==> config.mk <==
export PLATFORM = sky130hd
export DESIGN_NAME = pst_stim_seq
export DESIGN_NICKNAME = d
export VERILOG_FILES = /design/src/rtl/pst_stim_seq.sv
export SDC_FILE = /design/constraint.sdc
export NUM_CORES = 1
export LEC_CHECK = 0
export ABC_AREA = 1
export CAP_MARGIN = 30
export CELL_PAD_IN_SITES_DETAIL_PLACEMENT = 2
export CELL_PAD_IN_SITES_GLOBAL_PLACEMENT = 2
export CORE_MARGIN = 5
export CORE_UTILIZATION = 24
export DETAILED_ROUTE_END_ITERATION = 8
export PLACE_DENSITY_LB_ADDON = 0.05
export SYNTH_ARGS = -nofsm -noshare
export SYNTH_HDL_FRONTEND = slang
export SYNTH_SLANG_ARGS = --single-unit
export TNS_END_PERCENT = 100
==> constraint.sdc <==
create_clock -name clk -period 1.81 [get_ports clk]
set_input_delay 0.543 -clock clk [delete_from_list [all_inputs] [get_ports clk]]
set_output_delay 0.543 -clock clk [all_outputs]
set_load 0.01 [all_outputs]
==> src/rtl/pst_stim_seq.sv <==
// pst_stim_seq: programmable stimulus sequencer for pst_brain_v2.
// Drives cur0..cur3 with one pattern per gamma window of TICK_LEN clocks and
// counts windows in which the brain winner matches TARGET_WIN.
// Optional feature macro: PST_STIM_DITHER_EN adds LFSR dither to the currents.
module pst_stim_seq #(
  parameter int unsigned TICK_LEN   = 256,
  parameter int unsigned BLOCK_LEN  = 4,
  parameter logic [2:0]  TARGET_WIN = 3'd0
) (
  input  logic       clk,
  input  logic       rst,
  input  logic       start,
  input  logic [2:0] mode,
  input  logic [7:0] n_ticks,
  input  logic [2:0] winner_in,
  output logic [7:0] cur0,
  output logic [7:0] cur1,
  output logic [7:0] cur2,
  output logic [7:0] cur3,
  output logic       busy,
  output logic       done,
  output logic       tick_pulse,
  output logic [7:0] tick_idx,
  output logic [7:0] win_cnt
);

  localparam int unsigned CNT_W = $clog2(TICK_LEN);
  localparam int unsigned BLK_W = (BLOCK_LEN > 1) ? $clog2(BLOCK_LEN) : 1;
  localparam logic [CNT_W-1:0] CNT_LAST = CNT_W'(TICK_LEN - 1);
  localparam logic [BLK_W-1:0] BLK_LAST = BLK_W'(BLOCK_LEN - 1);

  // Patterns packed as {cur0, cur1, cur2, cur3}
  localparam logic [31:0] PAT_A   = {8'd200, 8'd180, 8'd5,   8'd8};
  localparam logic [31:0] PAT_B   = {8'd5,   8'd8,   8'd200, 8'd180};
  localparam logic [31:0] PAT_AMB = {8'd200, 8'd20,  8'd195, 8'd180};
  localparam logic [31:0] PAT_Q   = '0;

  typedef enum logic [1:0] {S_IDLE, S_RUN, S_DONE} state_t;

  state_t           state, state_nxt;
  logic [2:0]       mode_r;
  logic [7:0]       n_ticks_r;
  logic [CNT_W-1:0] cnt;
  logic [7:0]       tick_idx_r;
  logic [7:0]       win_cnt_r;
  logic [BLK_W-1:0] blk_cnt, blk_cnt_nxt;
  logic             blk_odd, blk_odd_nxt;
  logic [31:0]      cur_r, cur_nxt, pat;
  logic [2:0]       pat_mode;
  logic [7:0]       idx_nxt;
  logic             accept, load_first, window_end, last_window, advance;

  function automatic logic [31:0] pattern(input logic [2:0] m,
                                          input logic idx_odd,
                                          input logic blk_is_odd);
    case (m)
      3'd0:    return PAT_A;
      3'd1:    return PAT_B;
      3'd2:    return PAT_AMB;
      3'd3:    return idx_odd ? PAT_B : PAT_A;
      3'd4:    return blk_is_odd ? PAT_B : PAT_A;
      default: return PAT_Q;
    endcase
  endfunction

  // State register
  always_ff @(posedge clk) begin
    if (rst) state <= S_IDLE;
    else     state <= state_nxt;
  end

  // Next-state decode and control strobes
  always_comb begin
    state_nxt   = state;
    accept      = (state == S_IDLE) && start;
    load_first  = accept && (n_ticks != '0);
    window_end  = (state == S_RUN) && (cnt == CNT_LAST);
    last_window = (tick_idx_r == (n_ticks_r - 8'd1));
    advance     = window_end && !last_window;
    busy        = (state == S_RUN);
    done        = (state == S_DONE);
    tick_pulse  = window_end;
    case (state)
      S_IDLE: if (start) state_nxt = (n_ticks != '0) ? S_RUN : S_DONE;
      S_RUN:  if (window_end && last_window) state_nxt = S_DONE;
      S_DONE: state_nxt = S_IDLE;
      default: state_nxt = S_IDLE;
    endcase
  end

  // Pattern for the window about to start (first window or next window);
  // block parity is tracked with a small counter instead of dividing tick_idx
  always_comb begin
    pat_mode    = mode;
    idx_nxt     = '0;
    blk_cnt_nxt = '0;
    blk_odd_nxt = 1'b0;
    if (!load_first) begin
      pat_mode = mode_r;
      idx_nxt  = tick_idx_r + 8'd1;
      if (blk_cnt == BLK_LAST) begin
        blk_cnt_nxt = '0;
        blk_odd_nxt = ~blk_odd;
      end else begin
        blk_cnt_nxt = blk_cnt + BLK_W'(1);
        blk_odd_nxt = blk_odd;
      end
    end
    pat = pattern(pat_mode, idx_nxt[0], blk_odd_nxt);
  end

`ifdef PST_STIM_DITHER_EN
  logic [7:0] lfsr, lfsr_win;

  function automatic logic [7:0] dith(input logic [7:0] c, input logic [2:0] d);
    logic [8:0] s;
    s = {1'b0, c} + {6'b0, d};
    if (c == '0) return '0;
    return s[8] ? 8'hFF : s[7:0];
  endfunction

  // Dither value for the starting window: seed on the first window, one step otherwise
  always_comb begin
    lfsr_win = load_first ? 8'hA5 : {lfsr[6:0], lfsr[7] ^ lfsr[5] ^ lfsr[4] ^ lfsr[3]};
    cur_nxt  = {dith(pat[31:24], lfsr_win[2:0]), dith(pat[23:16], lfsr_win[2:0]),
                dith(pat[15:8],  lfsr_win[2:0]), dith(pat[7:0],   lfsr_win[2:0])};
  end

  // LFSR: reseeded on reset and accepted start, stepped once per later window
  always_ff @(posedge clk) begin
    if (rst)          lfsr <= 8'hA5;
    else if (accept)  lfsr <= 8'hA5;
    else if (advance) lfsr <= lfsr_win;
  end
`else
  // Currents are the exact pattern constants
  always_comb begin
    cur_nxt = pat;
  end
`endif

  // Run datapath: window counter, window index, winner count and currents
  always_ff @(posedge clk) begin
    if (rst) begin
      mode_r     <= '0;
      n_ticks_r  <= '0;
      cnt        <= '0;
      tick_idx_r <= '0;
      win_cnt_r  <= '0;
      blk_cnt    <= '0;
      blk_odd    <= 1'b0;
      cur_r      <= '0;
    end else begin
      if (accept) begin
        win_cnt_r <= '0;
        if (n_ticks != '0) begin
          mode_r     <= mode;
          n_ticks_r  <= n_ticks;
          cnt        <= '0;
          tick_idx_r <= '0;
        end
      end else if (window_end) begin
        if ((winner_in == TARGET_WIN) && (win_cnt_r != 8'hFF))
          win_cnt_r <= win_cnt_r + 8'd1;
        if (!last_window) begin
          cnt        <= '0;
          tick_idx_r <= idx_nxt;
        end
      end else if (state == S_RUN) begin
        cnt <= cnt + CNT_W'(1);
      end
      if (load_first || advance) begin
        cur_r   <= cur_nxt;
        blk_cnt <= blk_cnt_nxt;
        blk_odd <= blk_odd_nxt;
      end
    end
  end

  assign {cur0, cur1, cur2, cur3} = cur_r;
  assign tick_idx = tick_idx_r;
  assign win_cnt  = win_cnt_r;

endmodule

==> impl_metrics.ini <==
[status]
status = complete, but fails checks
violations = negative setup slack

[floorplanning]
core_area_sq_um = 11500
initial_utilization_pct = 24.7
num_rows = 39
io_pins = 68
die_h_um = 119
dieArea_sq_um = 14100
die_width_um = 119

[global_route]
track_usage_pct = 15.7
grt_antenna_before_repair = 0
grt_pass1_vias = 3452
grt_pass1_wl_mm = 17.9
grt_overflow = 0
grt_max_degree = 18

[clock_network]
numCtsBuffers = 5
cts.clk_slew.worst_paths_ps = 70
clock_sinks = 45
hold_buffers = 0
cts_tree = built
clock-root-buffer = clkbuf_16
h-tree-depth = 2
clk_latency_ps = 290
clockBufferDepth = 2

[drt]
wl_mm = 11.0
drt-initial-drc-count = 71
ant_nets = 0
drc = 0
vias_per_cell = 4.51
num_vias = 3020
first_pass_iters = 4
routedWlPerCell_um = 16.5

[placement]
place.port_buffers = 56
gp_congestion = 0.771
placedCellCount = 642
place.detailed.hpwl_mm = 7.68

[worst_setup_path]
required_ps = 2030
worstPathMaxFanout = 6
r2r-start = n_ticks_r[0]$_SDFFE_PP0N_
crit_start = n_ticks_r[0]$_SDFFE_PP0N_
crit_path_end = tick_idx[4]$_SDFFE_PP0P_
critPathMaxStageDelay_ps = 340
path_cells = inv_2, ha_4, xor2_1, nand2_1, nor2_2, nand2_2, nor2_4, nand2_2, nand2_4, nand2_8, buf_6, clkinv_8, nand2_2, a21oi_2
path_buf_inv = 3
slowest_stage = dfxtp_2
crit_type = reg2reg
endpoint_kind = register
cp.depth = 14
critPathTopFamily = simple AND/OR/NAND/NOR gates
arrival_ps = 2220
reg2reg_slack_ps = -190
crit_top_cell = nand2_2
r2r_end = tick_idx[4]$_SDFFE_PP0P_
start_kind = register
r2r_cells = 14

[synth]
postSynthCellCount = 406
ys_ff_latch = 45
yosys_warnings = 0
synth.avg_cell_area_sq_um = 6.96
synth_area_sq_um = 2830
synth-seq-area-share_pct = 31.9
synth_cell_types = 35

[layout]
fin_cells = 669
diodes = 0
final_nets = 547
syn2layout_area_growth_pct = 64.2
fillers = 1300
final_layout_size_suffix_gt1_share_pct = 42.0
final_util_pct = 40.5

[sta]
skew_ps = 7.18
post-route-period-util_pct = 111
rsz0062_at_grt = yes
period_needed_ps = 2000
finalHoldViolations = 0
fmax_mhz = 500
setup_violations = 25
setup_ws_ps = -191
drv_slew = 0
tns_ps = -3570

[power_and_ir_drop]
ir_worst_vdd_v = 0.000272
p_leak_nw = 2.36
power_density_nw_per_um2 = 636

[flow_run]
maxCapViolCount = 0

[min_path]
min_path_type = reg2reg
==> metal layers <==
| metal | global-route usage (%) | wire length [um] |
|---|---|---|
| met2 | 29.4 | 6010 |
| met5 | 0 | 0 |
| met4 | 4.11 | 150 |
| met3 | 2.87 | 293 |
| met1 | 18.1 | 4580 |
==> repair_timing <==
item	in CTS	in global routing
pin swaps	39	31
resized for setup	142	54
gates cloned	2	0
setup buffers	21	3
setup endpoints to repair	76	55
==> registers in the layout (all words and copies together), names as in the netlist <==
name	flops
win_cnt	8
tick_idx	8
n_ticks_r	8
blk_odd	1
mode_r	3
blk_cnt	2
cnt	8
cur_r	5
state	2
==> how the worst min path moves through the flow <==
| stage | startpoint | to | slack [ps] | cells after the start |
|---|---|---|---|---|
| floorplan | blk_cnt[1]$_SDFFE_PP0P_ | blk_cnt[1]$_SDFFE_PP0P_ | 450 | 2 |
| global placement | cur_r[9]$_SDFFE_PP0P_ | cur_r[9]$_SDFFE_PP0P_ | 460 | 2 |
| detailed placement | cur_r[9]$_SDFFE_PP0P_ | cur_r[9]$_SDFFE_PP0P_ | 470 | 2 |
| CTS | cur_r[9]$_SDFFE_PP0P_ | cur_r[9]$_SDFFE_PP0P_ | 470 | 2 |
| global route | cur_r[9]$_SDFFE_PP0P_ | cur_r[9]$_SDFFE_PP0P_ | 500 | 2 |
| finish | cur_r[9]$_SDFFE_PP0P_ | cur_r[9]$_SDFFE_PP0P_ | 470 | 2 |
==> cells in the final DEF (no fill, tap or decap), types with 9 or more instances in the layout <==
| cell | instances |
|---|---|
| nand2_2 | 27 |
| nand2_4 | 10 |
| o21ai_0 | 11 |
| buf_6 | 14 |
| a21oi_1 | 13 |
| nand2_1 | 53 |
| buf_4 | 63 |
| dfxtp_2 | 12 |
| dlygate4sd2_1 | 13 |
| inv_1 | 35 |
| conb_1 | 11 |
| nor2_4 | 10 |
| a21oi_2 | 17 |
| dfxtp_1 | 33 |
| nor2_2 | 14 |
| xor2_1 | 9 |
| dlymetal6s2s_1 | 19 |
| nand3_1 | 22 |
| nor2_1 | 31 |
| clkdlybuf4s50_1 | 17 |
| inv_2 | 10 |
==> final cells by class <==
type / instances / area [sq um] / share of cell area (%)
inverter: 49 / 206 / 4.45
multi-input combinational: 286 / 1880 / 40.4
timing repair buffer: 137 / 1310 / 28.2
timing repair inverter: 1 / 16.3 / 0.350
sequential: 45 / 916 / 19.7
tap: 143 / 179 / 3.85
clock buffer: 6 / 129 / 2.78
clock inverter: 2 / 10.0 / 0.216
==> cell usage after synthesis <==
master    count  area share [%]
a41oi_1       1            0.31
nor2_4        3             1.2
nor2_1       49             6.5
a31oi_1       1            0.22
clkbuf_1      4            0.53
nand2_4       3             1.2
clkinv_2      1            0.18
nor4_1        1            0.22
dfxtp_1      45              32
nand2_1      74             9.8
and3_1        2            0.44
o21ai_2       1            0.31
nor3_1        5            0.88
ha_1          5             2.2
o21ai_0      21             3.7
nand3_1      29             5.1
inv_1        40             5.3
buf_2         1            0.18
conb_1        1            0.13
nand2_2      15             3.3
o21ai_1       2            0.35
buf_4        27             7.2
nand4_1       8             1.8
buf_6         3             1.2
a21oi_1      22             3.9
xnor2_1       7             2.2
inv_2         7            0.93
nor2_2        3            0.66
nand3_2       3             1.1
xor2_1        9             2.8
o21a_1        1            0.27
nor3_2        1            0.35
a21oi_2       9             2.8
buf_12        1            0.71
inv_4         1            0.22
==> kinds of logic (layout without fill, tap and decap cells) <==
kind of cell             Yosys count  after routing  synth area share [%]
flip-flops                        45             45                  31.9
buffers and inverters             85            195                  16.4
AO/OA/AOI/OAI                     58             58                  11.9
adder cells (fa/ha/maj)            5              5                  2.21
other                              1             11                 0.133
XOR/XNOR                          16             16                  4.96
AND/OR/NAND/NOR                  196            196                  32.6
==> worst register-to-register path: stages (launching register included) <==
cell      delay (ps)
dfxtp_2          340
inv_2             50
ha_4             260
xor2_1           150
nand2_1           90
nor2_2           110
nand2_2           70
nor2_4           180
nand2_2          100
nand2_4          120
nand2_8           90
buf_6            140
clkinv_8          70
nand2_2           60
a21oi_2          120
==> through the flow <==
step                      worst slack (ps)  area, sq um  total power [W]  hold WS [ps]
after floorplan                       16.3         2870          0.00155           447
after global placement                -623         3810          0.00180           456
after detailed placement              -698         3810          0.00182           467
after CTS                             -188         4520          0.00297           471
after global routing                  -335         4640          0.00312           502
final                                 -191         4640          0.00295           473
==> report_power, final <==
group | switching (W) | total (W) | internal, W
combinational | 0.000500 | 0.000927 | 0.000427
sequential | 0.0000440 | 0.00109 | 0.00104
clock | 0.000428 | 0.000937 | 0.000509
(Power assumes the default switching activity.)
==> edit 1 (same flow settings) <==
Set the parameter `TICK_LEN` to 1024 (it was 256).
--- a/src/rtl/pst_stim_seq.sv
+++ b/src/rtl/pst_stim_seq.sv
@@ -4,5 +4,5 @@
 // Optional feature macro: PST_STIM_DITHER_EN adds LFSR dither to the currents.
 module pst_stim_seq #(
-  parameter int unsigned TICK_LEN   = 256,
+  parameter int unsigned TICK_LEN   = 1024,
   parameter int unsigned BLOCK_LEN  = 4,
   parameter logic [2:0]  TARGET_WIN = 3'd0
Function: no difference found for any inputs over 10 cycles, from zero or initial values and one cycle with rst high; that may be too few to reach the edited logic, so the function may still have changed.
==> edit 1 against the original RTL <==
Total power up 18%; the flow still finishes with violations (negative setup slack); maximum frequency down 1.7%; utilization up 0.62 points; sequential share of layout area down 0.21 points; count of clock-buffer cells in the layout unchanged; worst setup slack worse by 0.035 ns; sequential cell count up 2; critical endpoint is now tick_pulse; area after synthesis up 2.8%; non-clock buffer count up 10; via count up 7.0%; design area up 5.9%; combinational power up 24%; critical path depth down 6; routed wire length about the same.
==> edit 1: results <==
[status]
failed_checks = negative setup slack
status = complete, but fails checks

[clocking]
numCtsBuffers = 5
cts-root-buf = clkbuf_16
htree_levels = 2
clk_latency_ns = 0.31
clkTransAtPathRegs_ns = 0.07

[finish]
drive_gt1_frac = 0.4053
antenna_cells = 0
clock_area_frac = 0.03538
largest_reg_flops = 10
nonClkBufAreaFrac = 0.2741
seq_share = 0.1952
signal_buffers = 147
multi_input_gates = 303
multi_input_area_share = 0.4029
fill_cells = 1410
inverters = 60
layout.nets = 586

[worst_setup_path]
crit_fanout = 2
r2r-start = cnt[0]
r2r-end = tick_idx[3]
worstRegToRegCells = 14
crit_end = tick_pulse
path_class = reg2out
cp.arrival_ns = 1.49
ff2ff_setup_slack_ns = -0.13

[placement]
postPlaceCellArea_um2 = 3968
gp_congestion = 0.7556
dpl.hpwl_um = 8098
post-place-ws_ns = -0.6163

[global_route]
grt_pass1_wl_um = 17670
grt_pass1_vias = 3507
track_usage = 0.1545
grt_max_degree = 20
antenna_found_initial = 0

[routing]
route.vias.total = 3230
drt_wl_total_um = 11030
first_iter_violations = 59
dr.pass1.iters = 4

[yosys]
ys_ff_latch = 47
async_reset_ff_frac = 0
yosysSeqAreaShare = 0.3237
synth_common_cells = 90 x nand2_1, 59 x nor2_1, 51 x inv_1
yosysUniqueCellTypes = 35
synth_area_leaders = dfxtp_1 32%, nand2_1 12%, nor2_1 7.6%

[sta]
final-setup-viol-count = 34
skew_ns = 0.006130
fin_setup_tns_ns = -2.252
worst_slack_ns = -0.2257

[power]
ir_drop_v = 0.0003714
leakage_nw = 2.426
edit 1: cell types whose count changed in the layout (fill, tap and decap cells not counted), sizes merged, moves of 3 or more:
cell / unedited run / this run
dlygate4sd2: 13 / 29
nor2: 55 / 64
dlymetal6s2s: 19 / 6
o21ai: 24 / 28
buf: 82 / 92
clkdlybuf4s15: 5 / 1
inv: 48 / 57
nand2: 92 / 96
xnor2: 7 / 4
edit 1: cells by family after synthesis:
kind of cell             count (synthesis)  synth area share
AND/OR/NAND/NOR                        211            0.3328
buffers and inverters                   96            0.1662
AO/OA/AOI/OAI                           62            0.1154
flip-flops                              47            0.3237
XOR/XNOR                                13           0.03917
adder cells (fa/ha/maj)                  5           0.02152
other                                    1          0.001290
edit 1: how the worst min path moves through the flow:
| stage | start | endpoint | slack, ns | depth (start not counted) |
|---|---|---|---|---|
| finish | cur_r[9] | cur_r[9] | 0.47 | 2 |
| global route | cur_r[9] | cur_r[9] | 0.49 | 2 |
| CTS | tick_idx[0] | tick_idx[0] | 0.47 | 1 |
| detailed placement | cur_r[9] | cur_r[9] | 0.48 | 2 |
| global placement | blk_cnt[1] | blk_cnt[1] | 0.46 | 2 |
| floorplan | blk_cnt[1] | blk_cnt[1] | 0.44 | 2 |
edit 1: metrics by stage:
stage	utilization	hold slack (ns)	cells
4_1_cts	0.3785	0.4678	701
6_report	0.4110	0.4732	712
3_5_place_dp	0.3317	0.4776	678
3_3_place_gp	0.3317	0.4588	678
5_1_grt	0.4110	0.4937	712
2_1_floorplan	-	0.4427	445
edit 1: power by group:
| part | internal [W] | switching [W] | total [W] |
|---|---|---|---|
| clock network | 0.000689 | 0.000467 | 0.00116 |
| registers | 0.00111 | 0.0000681 | 0.00118 |
| logic | 0.000541 | 0.000614 | 0.00115 |
| total | 0.00234 | 0.00115 | 0.00349 |
edit 1: routing by layer:
metal,GRT usage,vias up,share of wire
met4,0.05154,0,0.018
met1,0.1731,1585,0.41
li1,-,1600,-
met5,0,-,0
met3,0.02262,12,0.021
met2,0.2954,33,0.55
edit 1: what timing repair did:
item | CTS | global route
endpoints found under the hold margin | 0 | 0
buffers inserted | 13 | 15
setup endpoints to repair | 80 | 57
gates cloned | 2 | 0
pin swaps | 40 | 36
gates resized for setup | 136 | 85
edit 1: critical path, cell delays in order, from the launching register on:
cell and delay (ns):
dfxtp_4 0.36, ha_4 0.15, nand2_4 0.06, nor2_4 0.12, nand3_4 0.09, nor2_4 0.12, nand2_4 0.08, nor2_8 0.09
buf_6 0.10
==> edit 2 (config.mk and constraints unchanged) <==
Made on the original files. The 3 states of `state_t` get a one-hot encoding in 3 bits.
--- a/src/rtl/pst_stim_seq.sv
+++ b/src/rtl/pst_stim_seq.sv
@@ -36,5 +36,5 @@
   localparam logic [31:0] PAT_Q   = '0;
 
-  typedef enum logic [1:0] {S_IDLE, S_RUN, S_DONE} state_t;
+  typedef enum logic [2:0] {S_IDLE = 3'b001, S_RUN = 3'b010, S_DONE = 3'b100} state_t;
 
   state_t           state, state_nxt;
Function: no difference found for any inputs over 10 cycles, from zero or initial values and one cycle with rst high; not proved beyond that.
==> edit 2 against the original RTL <==
The run still ends with negative setup slack left; worst setup slack got worse by 0.0079 ns; via count decreased by 0.79%; area after synthesis decreased by 4.3%; total power increased by 2.5%; first-iteration DRC count decreased by 9.9%; design area decreased by 4.2%; routed wire length decreased by 10%; sequential power increased by 4%; sequential cell count increased by 1; critical path type is now reg2out; largest power group unchanged.
==> edit 2: results <==
[yosys]
synth_area_leaders = dfxtp_1 34%, nand2_1 14%, nor2_1 7.8%
synthXorXnorAreaFrac = 0.04533
avgSynthCellArea_um2 = 6.598
synthAdderAreaFrac = 0.02313
yosysUniqueCellTypes = 30

[sta]
whs_ns = 0.4763
fin_setup_tns_ns = -2.265
worst_slack_ns = -0.1987
final-setup-viol-count = 26

[worst_setup_path]
r2r-end = cur_r[15]
crit_end = tick_pulse
worst_setup_path_startpoint = cnt[1]
worstRegToRegCells = 17
cp.arrival_ns = 1.47

[clocking]
ctsResizeCount = 125
post_cts_buffers = 9

[status]
failed_checks = negative setup slack
status = complete, but fails checks

[power]
switching_share = 0.3194
leakage_nw = 2.262
ir_drop_v = 0.0004294

[global_route]
grt_max_degree = 16
track_usage = 0.1512
grt_use_met2 = 0.2769
grtUsageMet1 = 0.1771
grt_pass1_wl_um = 16180
use_met3 = 0.02642

[routing]
viasPerCell = 4.465
routedLengthMet1_um = 4301
dr_wl_met2_um = 5178
first_iter_violations = 64
drt_wl_total_um = 9931

[placement]
gp_congestion = 0.7566
dpl.hpwl_um = 7733
post-place-ws_ns = -0.7059

[finish]
drive_gt1_frac = 0.3691
edit 2: power by group through the flow:
stage | clock network, W | registers [W] | logic, W
detailed placement | 0 | 0.00114 | 0.000795
global route | 0.00103 | 0.00114 | 0.00104
CTS | 0.00100 | 0.00113 | 0.000898
floorplan | 0 | 0.00114 | 0.000442
finish | 0.000967 | 0.00113 | 0.000929
global placement | 0 | 0.00113 | 0.000771
edit 2: final cells by class:
cell class | instances | area [um2] | share of cell area
Inverter | 50 | 207.7 | 0.04672
Timing Repair Buffer | 137 | 1229 | 0.2764
Clock buffer | 7 | 142.6 | 0.03209
Multi-Input combinational cell | 290 | 1737 | 0.3907
Clock inverter | 1 | 5.005 | 0.001126
Sequential cell | 46 | 949.7 | 0.2136
Tap cell | 140 | 175.2 | 0.03940
edit 2: worst max-delay path, cell delays in order (launching register included):
cell,delay [ns]
dfxtp_4,0.37
ha_4,0.16
nand2_4,0.06
nor2_4,0.12
nand4_4,0.11
nor3_4,0.18
buf_2,0.17
